--- config.mk ---
export PLATFORM = sky130hd
export DESIGN_NAME = request_unit
export DESIGN_NICKNAME = d
export VERILOG_FILES = /design/src/rtl/request_unit.sv
export SDC_FILE = /design/constraint.sdc
export NUM_CORES = 1
export LEC_CHECK = 0
export BUFFER_PORTS_ARGS = -buffer_cell sky130_fd_sc_hd__buf_2
export CAP_MARGIN = 30
export CORE_AREA = 2 2 60 62
export CTS_CLUSTER_DIAMETER = 200
export DETAILED_ROUTE_END_ITERATION = 8
export DIE_AREA = 0 0 62 64
export PLACE_DENSITY = 0.8
export SLEW_MARGIN = 25
export SYNTH_ARGS = -nofsm -noshare
export SYNTH_HDL_FRONTEND = slang
export SYNTH_SLANG_ARGS = --single-unit
--- constraint.sdc ---
create_clock -name CLK -period 3.2 [get_ports CLK]
set_input_delay 0.32 -clock CLK [delete_from_list [all_inputs] [get_ports CLK]]
set_output_delay 0.32 -clock CLK [all_outputs]
set_load 0.02 [all_outputs]
--- src/rtl/request_unit.sv ---
// request_unit: fetch/execute/memory request sequencer that latches the instruction and owns the memory strobes.
// Optional performance counters are enabled with `define REQUEST_UNIT_PERF_EN.
module request_unit #(
    parameter int WORD_W = 32
`ifdef REQUEST_UNIT_PERF_EN
    , parameter int PERF_W = 32
`endif
) (
    input  logic              CLK,
    input  logic              nRST,
    input  logic              ihit,
    input  logic              dhit,
    input  logic [WORD_W-1:0] imemload,
    input  logic              dren_req,
    input  logic              dwen_req,
    input  logic              halt_req,
    output logic [WORD_W-1:0] instr,
    output logic              instr_valid,
    output logic              imemREN,
    output logic              dmemREN,
    output logic              dmemWEN,
    output logic              pc_en,
`ifdef REQUEST_UNIT_PERF_EN
    output logic              halt,
    output logic [PERF_W-1:0] instr_count,
    output logic [PERF_W-1:0] stall_count
`else
    output logic              halt
`endif
);
    typedef enum logic [1:0] {FETCH, EXEC, MEM, HALTED} state_t;

    state_t r_state, w_next;
    logic   r_wr, w_wr_next;

    always_comb begin
        w_next    = r_state;
        w_wr_next = r_wr;
        unique case (r_state)
            FETCH:   w_next = ihit ? EXEC : FETCH;
            EXEC: begin
                w_next    = halt_req ? HALTED : (dwen_req | dren_req) ? MEM : FETCH;
                w_wr_next = dwen_req;
            end
            MEM:     w_next = dhit ? FETCH : MEM;
            default: w_next = HALTED;
        endcase
    end

    assign pc_en = (r_state == EXEC && !halt_req && !dwen_req && !dren_req) || (r_state == MEM && dhit);

    // Strobes are registered from the next state so they stay glitch-free.
    always_ff @(posedge CLK or negedge nRST) begin
        if (!nRST) begin
            r_state     <= FETCH;
            r_wr        <= 1'b0;
            instr       <= '0;
            instr_valid <= 1'b0;
            imemREN     <= 1'b1;
            dmemREN     <= 1'b0;
            dmemWEN     <= 1'b0;
            halt        <= 1'b0;
        end else begin
            r_state <= w_next;
            r_wr    <= w_wr_next;
            imemREN <= w_next == FETCH;
            dmemREN <= w_next == MEM && !w_wr_next;
            dmemWEN <= w_next == MEM && w_wr_next;
            halt    <= w_next == HALTED;
            if (r_state == FETCH && ihit) begin
                instr       <= imemload;
                instr_valid <= 1'b1;
            end else if (pc_en) begin
                instr_valid <= 1'b0;
            end
        end
    end

`ifdef REQUEST_UNIT_PERF_EN
    always_ff @(posedge CLK or negedge nRST) begin
        if (!nRST) begin
            instr_count <= '0;
            stall_count <= '0;
        end else begin
            if (pc_en)
                instr_count <= instr_count + 1'b1;
            if ((r_state == FETCH && !ihit) || (r_state == MEM && !dhit))
                stall_count <= stall_count + 1'b1;
        end
    end
`endif
endmodule

==> summary.txt, run 1 <==
Routing
  • Routed vias: 1044
  • Final wirelength: 2.81 mm
  • Routed Antenna Nets: 0
  • Detail-routed via count per cell: 4.77
  • DR pass1 iterations: 4
  • Drt initial violations: 34
  • DRC Markers: 0
  • Wire per inst: 12.8 um

CTS
  • CTS sink count: 40
  • Clk slew on worst S/H paths: 0.11 ns
  • Hold Buf Count CTS: 0
  • Cts bufs inserted: 5
  • H-tree depth: 2
  • CTS max path bufs: 2
  • TritonCTS clock tree: yes
  • Clock latency on the worst-skew pair: 0.32 ns
  • Post-CTS setup buffers: 0
  • CTS root buf: clkbuf_4
  • CTS resizes: 0

Logic synthesis
  • Post-synthesis sequential area ratio: 66.3%
  • Number of synthesis warnings: 0
  • Mapped Area: 1510 um2
  • Average size of a mapped cell: 16.6 um2
  • Post-synthesis register bit count: 40
  • Post-synthesis cell count: 91
  • Syn_nets: 130
  • Yosys cell types: 19

Layout
  • Fin util: 60.9%
  • Inserted Diodes: 0
  • Layout area overhead: 32.3%
  • Final Net Count: 211
  • Sequential Area: 1000 um2
  • Area of the multi-input gates: 473 um2
  • Layout cells sized above 1: 68.8%
  • Layout fillers: 260

Timing
  • Max-slew headroom: 44.1%
  • Final setup vio count: 0
  • Max frequency: 0.505 GHz
  • Clk_skew: 0.00716 ns
  • Final Hold Viols: 0
  • Setup TNS: 0 ns
  • Min cycle time layout: 1.98 ns
  • Max Slew Vio Count: 0
  • Final period util: 61.8%
  • Least-Margin Pin Slew: 0.839 ns
  • RSZ-0062 raised after global routing: no

Job
  • Max-cap violations: 0

Setup path
  • Critical Path RT: 3.42 ns
  • Setup crit start kind: register
  • FF-to-FF path depth: 3
  • R2R Path Start: r_state[1]$_DFF_PN0_
  • Reg2Reg Setup Slack: 1.22 ns
  • Worst Setup End Kind: register
  • CP max FO: 19
  • Critical setup path kind: reg -> reg
  • Reg-to-Reg End: instr[15]$_DFFE_PN0P_
  • Worst EP arrival: 2.19 ns

Place
  • DP Wirelength: 2.19 mm
  • Count of input and output buffers: 76
  • GPL Wtd Cong: 0.663

Power and ir drop
  • Internal power: 1.34 mW
  • Maximum VDD drop: 361 uV
  • P_sw: 0.807 mW
  • Seq pwr share: 41.2%
  • Combinational share of power: 44.3%
  • Leak Pwr: 0.998 nW
  • Tot Pwr: 2.15 mW
  • Switching Fraction: 37.6%
  • PD cells: 1070 nW/um2
  • Clock Power Share: 14.4%

Hold path
  • Worst Hold Class: in -> async

Global routing
  • First-pass GRT wire length: 4.60 mm
  • Vias in the first global route: 1106
  • Grt ovf: 0
  • Initial antenna violation count: 0
  • Pin count of the biggest net entering global routing: 41
  • GRT Util Overall: 15.8%

Floorplanning
  • Die H: 64 um
  • Die Wd: 62 um
  • # IOs: 77
  • Core area: 3280 um2
  • Die area: 3970 um2
  • Row count: 21
  • Initial Util: 46.1%

Outcome
  • Outcome: finished, final reports clean
[flip-flops by register name, indices dropped and copies added (netlist names)]
name and cells:
halt 1, instr 32, imemREN 1, instr_valid 1
r_wr 1, dmemWEN 1, dmemREN 1, r_state 2
[synthesized netlist by cell type]
| library cell | number | area share (%) |
|---|---|---|
| dfrtp_1 | 39 | 65 |
| mux2_2 | 31 | 23 |
| buf_6 | 3 | 2.2 |
| mux2_1 | 2 | 1.5 |
| nand2b_1 | 2 | 0.83 |
| a22oi_1 | 1 | 0.50 |
| a31o_2 | 1 | 0.58 |
| dfstp_2 | 1 | 1.7 |
| inv_1 | 1 | 0.25 |
| nand2_1 | 1 | 0.25 |
| nand3b_1 | 1 | 0.50 |
| nor2_1 | 1 | 0.25 |
| nor3_1 | 1 | 0.33 |
| nor3b_1 | 1 | 0.50 |
| nor3b_4 | 1 | 1.2 |
| o21a_1 | 1 | 0.50 |
| or2_1 | 1 | 0.41 |
| or2_2 | 1 | 0.41 |
| or3_1 | 1 | 0.41 |
[metal layers]
layer	vias to the layer above	wire [um]	track usage, %
met3	4	222	4.05
met2	48	1450	27.2
li1	481	-	-
met5	-	0	0
met4	0	44	7.98
met1	511	1090	17.0
[cell type report]
class,instances,area share (%)
clock buffer,6,2.06
sequential,40,50.1
inverter,1,0.188
multi-input combinational,47,23.6
tap,46,2.88
timing repair buffer,77,19.4
clock inverter,2,1.75
[power by group through the flow]
stage / logic [mW] / registers [mW] / clock network, mW
2_1_floorplan: 0.353 / 1.19 / 0
3_3_place_gp: 0.944 / 0.883 / 0
3_5_place_dp: 0.967 / 0.899 / 0
4_1_cts: 0.967 / 0.889 / 0.324
5_1_grt: 1.03 / 0.921 / 0.351
6_report: 0.952 / 0.885 / 0.309
[worst max-delay path by stage]
stage / slack, ns / cells past startpoint / end / start
floorplan: 1.79 / 3 / pc_en / dwen_req
global placement: 1.29 / 3 / instr[9]$_DFFE_PN0P_ / r_state[1]$_DFF_PN0_
detailed placement: 1.20 / 3 / instr[15]$_DFFE_PN0P_ / r_state[1]$_DFF_PN0_
CTS: 1.19 / 3 / instr[15]$_DFFE_PN0P_ / r_state[1]$_DFF_PN0_
global route: 1.09 / 3 / instr[11]$_DFFE_PN0P_ / r_state[1]$_DFF_PN0_
finish: 1.22 / 3 / instr[15]$_DFFE_PN0P_ / r_state[1]$_DFF_PN0_
[worst max-delay path, cell delays in order (launching register included)]
cell and delay (ns):
dfrtp_1 0.45, nor3b_4 0.65, buf_4 0.39, mux2_2 0.37
[kinds of logic (layout without fill, tap and decap cells)]
| group | count (synthesis) | after routing | synth area share, % |
|---|---|---|---|
| compound gates | 3 | 3 | 1.57 |
| buf+inv | 4 | 86 | 2.48 |
| mux | 33 | 33 | 24.6 |
| flops | 40 | 40 | 66.3 |
| simple gates | 11 | 11 | 5.13 |
[cells in the final DEF (no fill, tap or decap), drive strengths merged, types with 2 or more instances in the layout]
cell type  Yosys  routed
mux2          33      33
buf            3      77
or2            2       2
clkbuf         0       6
nand2b         2       2
nor3b          2       2
dfrtp         39      39
[metrics by stage]
stage | hold WS [ns] | worst slack, ns | instance area, um2 | std cells
after CTS | 0.102 | 1.19 | 2000 | 219
after global placement | 0.443 | 1.29 | 1920 | 211
after floorplan | 0.0244 | 1.79 | 1510 | 91
after global routing | 0.130 | 1.09 | 2000 | 219
after detailed placement | 0.469 | 1.20 | 1920 | 211
final | 0.0826 | 1.22 | 2000 | 219
No activity file was read; power rests on OpenSTA's default activity.
==> run 2, diff against run 1 <==
- CORE_AREA: 2 2 60 62 -> 2 2 62 64
- DIE_AREA: 0 0 62 64 -> 0 0 64 66
- PLACE_DENSITY: 0.8 -> 0.76
- clock period: 3.2 -> 1.9 ns (I/O delays scaled with it)
==> summary.txt, run 2 (synthesized netlist as in run 1, its figures left out) <==
Setup path
  • Worst Setup End Kind: output port
  • Worst EP arrival: 1.45 ns (-0.74 ns)
  • R2R Path Start: r_state[1]$_DFF_PN0_
  • Setup crit start kind: register
  • CP max FO: 5 (-14)
  • Critical setup path kind: reg -> out
  • Worst setup endpoint: pc_en
  • Critical Path RT: 1.71 ns (-1.71 ns)
  • Reg-to-Reg End: instr[5]$_DFFE_PN0P_
  • Reg2Reg Setup Slack: 0.45 ns (-0.77 ns)
  • FF-to-FF path depth: 3 (unchanged)
  • Critical Path Source: r_state[1]$_DFF_PN0_

Timing
  • Final Hold Viols: 0 (unchanged)
  • Least-Margin Pin Slew: 0.495 ns (-0.344 ns)
  • Max frequency: 0.609 GHz
  • Setup TNS: 0 ns (unchanged)
  • Min cycle time layout: 1.64 ns
  • Final period util: 86.4%
  • WHS: 0.0615 ns (-0.0212 ns)
  • Final setup vio count: 0 (unchanged)
  • Max Slew Vio Count: 0 (unchanged)
  • Max-slew headroom: 67.0% (+23 points)
  • RSZ-0062 raised after global routing: no
  • Clk_skew: 0.0107 ns (+0.00354 ns)

Layout
  • Layout area overhead: 36.6%
  • Inserted Diodes: 0 (unchanged)
  • Most common cell after layout, fill and taps aside: buf_2
  • Most frequent cells in the layout: buf_2, dfrtp_1, mux2_2
  • Area of the multi-input gates: 473 um2 (unchanged)
  • Register with the most flip-flops: instr
  • Layout cells sized above 1: 69.3% (+0.53 points)
  • Final Net Count: 214 (+1.4%)
  • Max FFs per register: 32 (unchanged)
  • Fin util: 58.2% (-2.7 points)
  • Layout fillers: 303 (+17%)
  • Sequential Area: 1000 um2 (unchanged)
  • Largest regs: instr x32, r_state x2

Floorplanning
  • Initial Util: 42.6% (-3.5 points)
  • Row count: 22 (+4.8%)
  • Die H: 66 um (+3.1%)
  • Die Wd: 64 um (+3.2%)
  • Core area: 3550 um2 (+8.1%)
  • # IOs: 77 (unchanged)
  • Die area: 4220 um2 (+6.5%)

Routing
  • Drt initial violations: 34 (unchanged)
  • DR pass1 iterations: 2 (-2)
  • Final wirelength: 2.95 mm (+5.1%)
  • DRC Markers: 0 (unchanged)
  • Routed vias: 1040 (-0.38%)
  • Wire per inst: 13.2 um (+2.7%)
  • Routed Antenna Nets: 0 (unchanged)
  • Detail-routed via count per cell: 4.64 (-2.6%)

Power and ir drop
  • PD cells: 1800 nW/um2 (+68%)
  • Leak Pwr: 1.03 nW (+3.2%)
  • Maximum VDD drop: 901 uV (+150%)

Global routing
  • First-pass GRT wire length: 4.88 mm (+6.2%)
  • GRT Util Overall: 15.3% (-0.43 points)
  • Vias in the first global route: 1123 (+1.5%)
  • Grt ovf: 0 (unchanged)
  • Initial antenna violation count: 0 (unchanged)
  • Pin count of the biggest net entering global routing: 41 (unchanged)

CTS
  • Post-CTS setup buffers: 0 (unchanged)
  • TritonCTS clock tree: yes
  • Clock latency on the worst-skew pair: 0.34 ns (+0.02 ns)
  • CTS resizes: 0 (unchanged)
  • CTS sink count: 40 (unchanged)
  • Clk slew on worst S/H paths: 0.12 ns (about the same)
  • CTS root buf: clkbuf_4
  • CTS max path bufs: 2 (unchanged)
  • Cts bufs inserted: 5 (unchanged)
  • H-tree depth: 2 (unchanged)

Hold path
  • Worst Hold Class: in -> reg

Place
  • DP Wirelength: 2.26 mm (+3.3%)
  • GPL Wtd Cong: 0.642 (-3.2%)
  • Count of input and output buffers: 76 (unchanged)

Outcome
  • Outcome: finished, final reports clean

Job
  • Max-cap violations: 0 (unchanged)
run 2: changes by cell type in the layout (fill, tap and decap cells not counted), sizes merged:
cell	delta
dlygate4sd3	+1
clkinv	-1
clkbuf	+1
buf	+2
run 2: per-layer routing:
layer  vias to the layer above  GRT usage (%)  share of wire, %
met2                        40           30.3                57
met5                         -              0                 0
li1                        486              -                 -
met3                         3           5.28               7.5
met1                       511           14.9                35
met4                         0           4.08              0.92
run 2: through the flow:
step	power, mW	worst slack (ns)	std cells	area, um2
detailed placement	3.16	0.480	214	1930
global placement	3.07	0.534	214	1930
finish	3.73	0.259	224	2070
CTS	3.78	0.236	223	2040
global route	3.95	0.212	224	2070
floorplan	2.59	0.504	91	1510
run 2: worst min path at each step:
stage	start	endpoint	slack, ns	cells past startpoint
after global placement	nRST	dmemWEN$_DFF_PN0_	0.32	1
after floorplan	nRST	dmemREN$_DFF_PN0_	-0.11	0
after global routing	imemload[6]	instr[6]$_DFFE_PN0P_	0.04	2
after detailed placement	nRST	instr[28]$_DFFE_PN0P_	0.36	1
final	imemload[6]	instr[6]$_DFFE_PN0P_	0.06	2
after CTS	imemload[6]	instr[6]$_DFFE_PN0P_	0.04	2
run 2: final cells by class:
class                           count  share of cell area [%]
Sequential cell                    40                    48.5
Multi-Input combinational cell     47                    22.9
Timing Repair Buffer               80                    20.9
Clock buffer                        7                    3.15
Tap cell                           48                    2.91
Clock inverter                      1                    1.45
Inverter                            1                   0.182
run 2: where the power goes:
part           switching, mW  leakage [nW]  internal (mW)
combinational          0.910         0.502          0.715
clock                  0.262        0.0515          0.350
sequential             0.212         0.476           1.28
run 2: critical path, stage by stage, from the launching register on:
cell and delay (ns):
dfrtp_1 0.46, nand2b_1 0.19, or2_1 0.23, nand2_1 0.07
buf_2 0.16
run 2: repair_timing:
item | 4_1_cts | 5_1_grt
endpoints found under the hold margin | 39 | 0
hold buffers | 1 | 0
setup endpoints to repair | 0 | 0
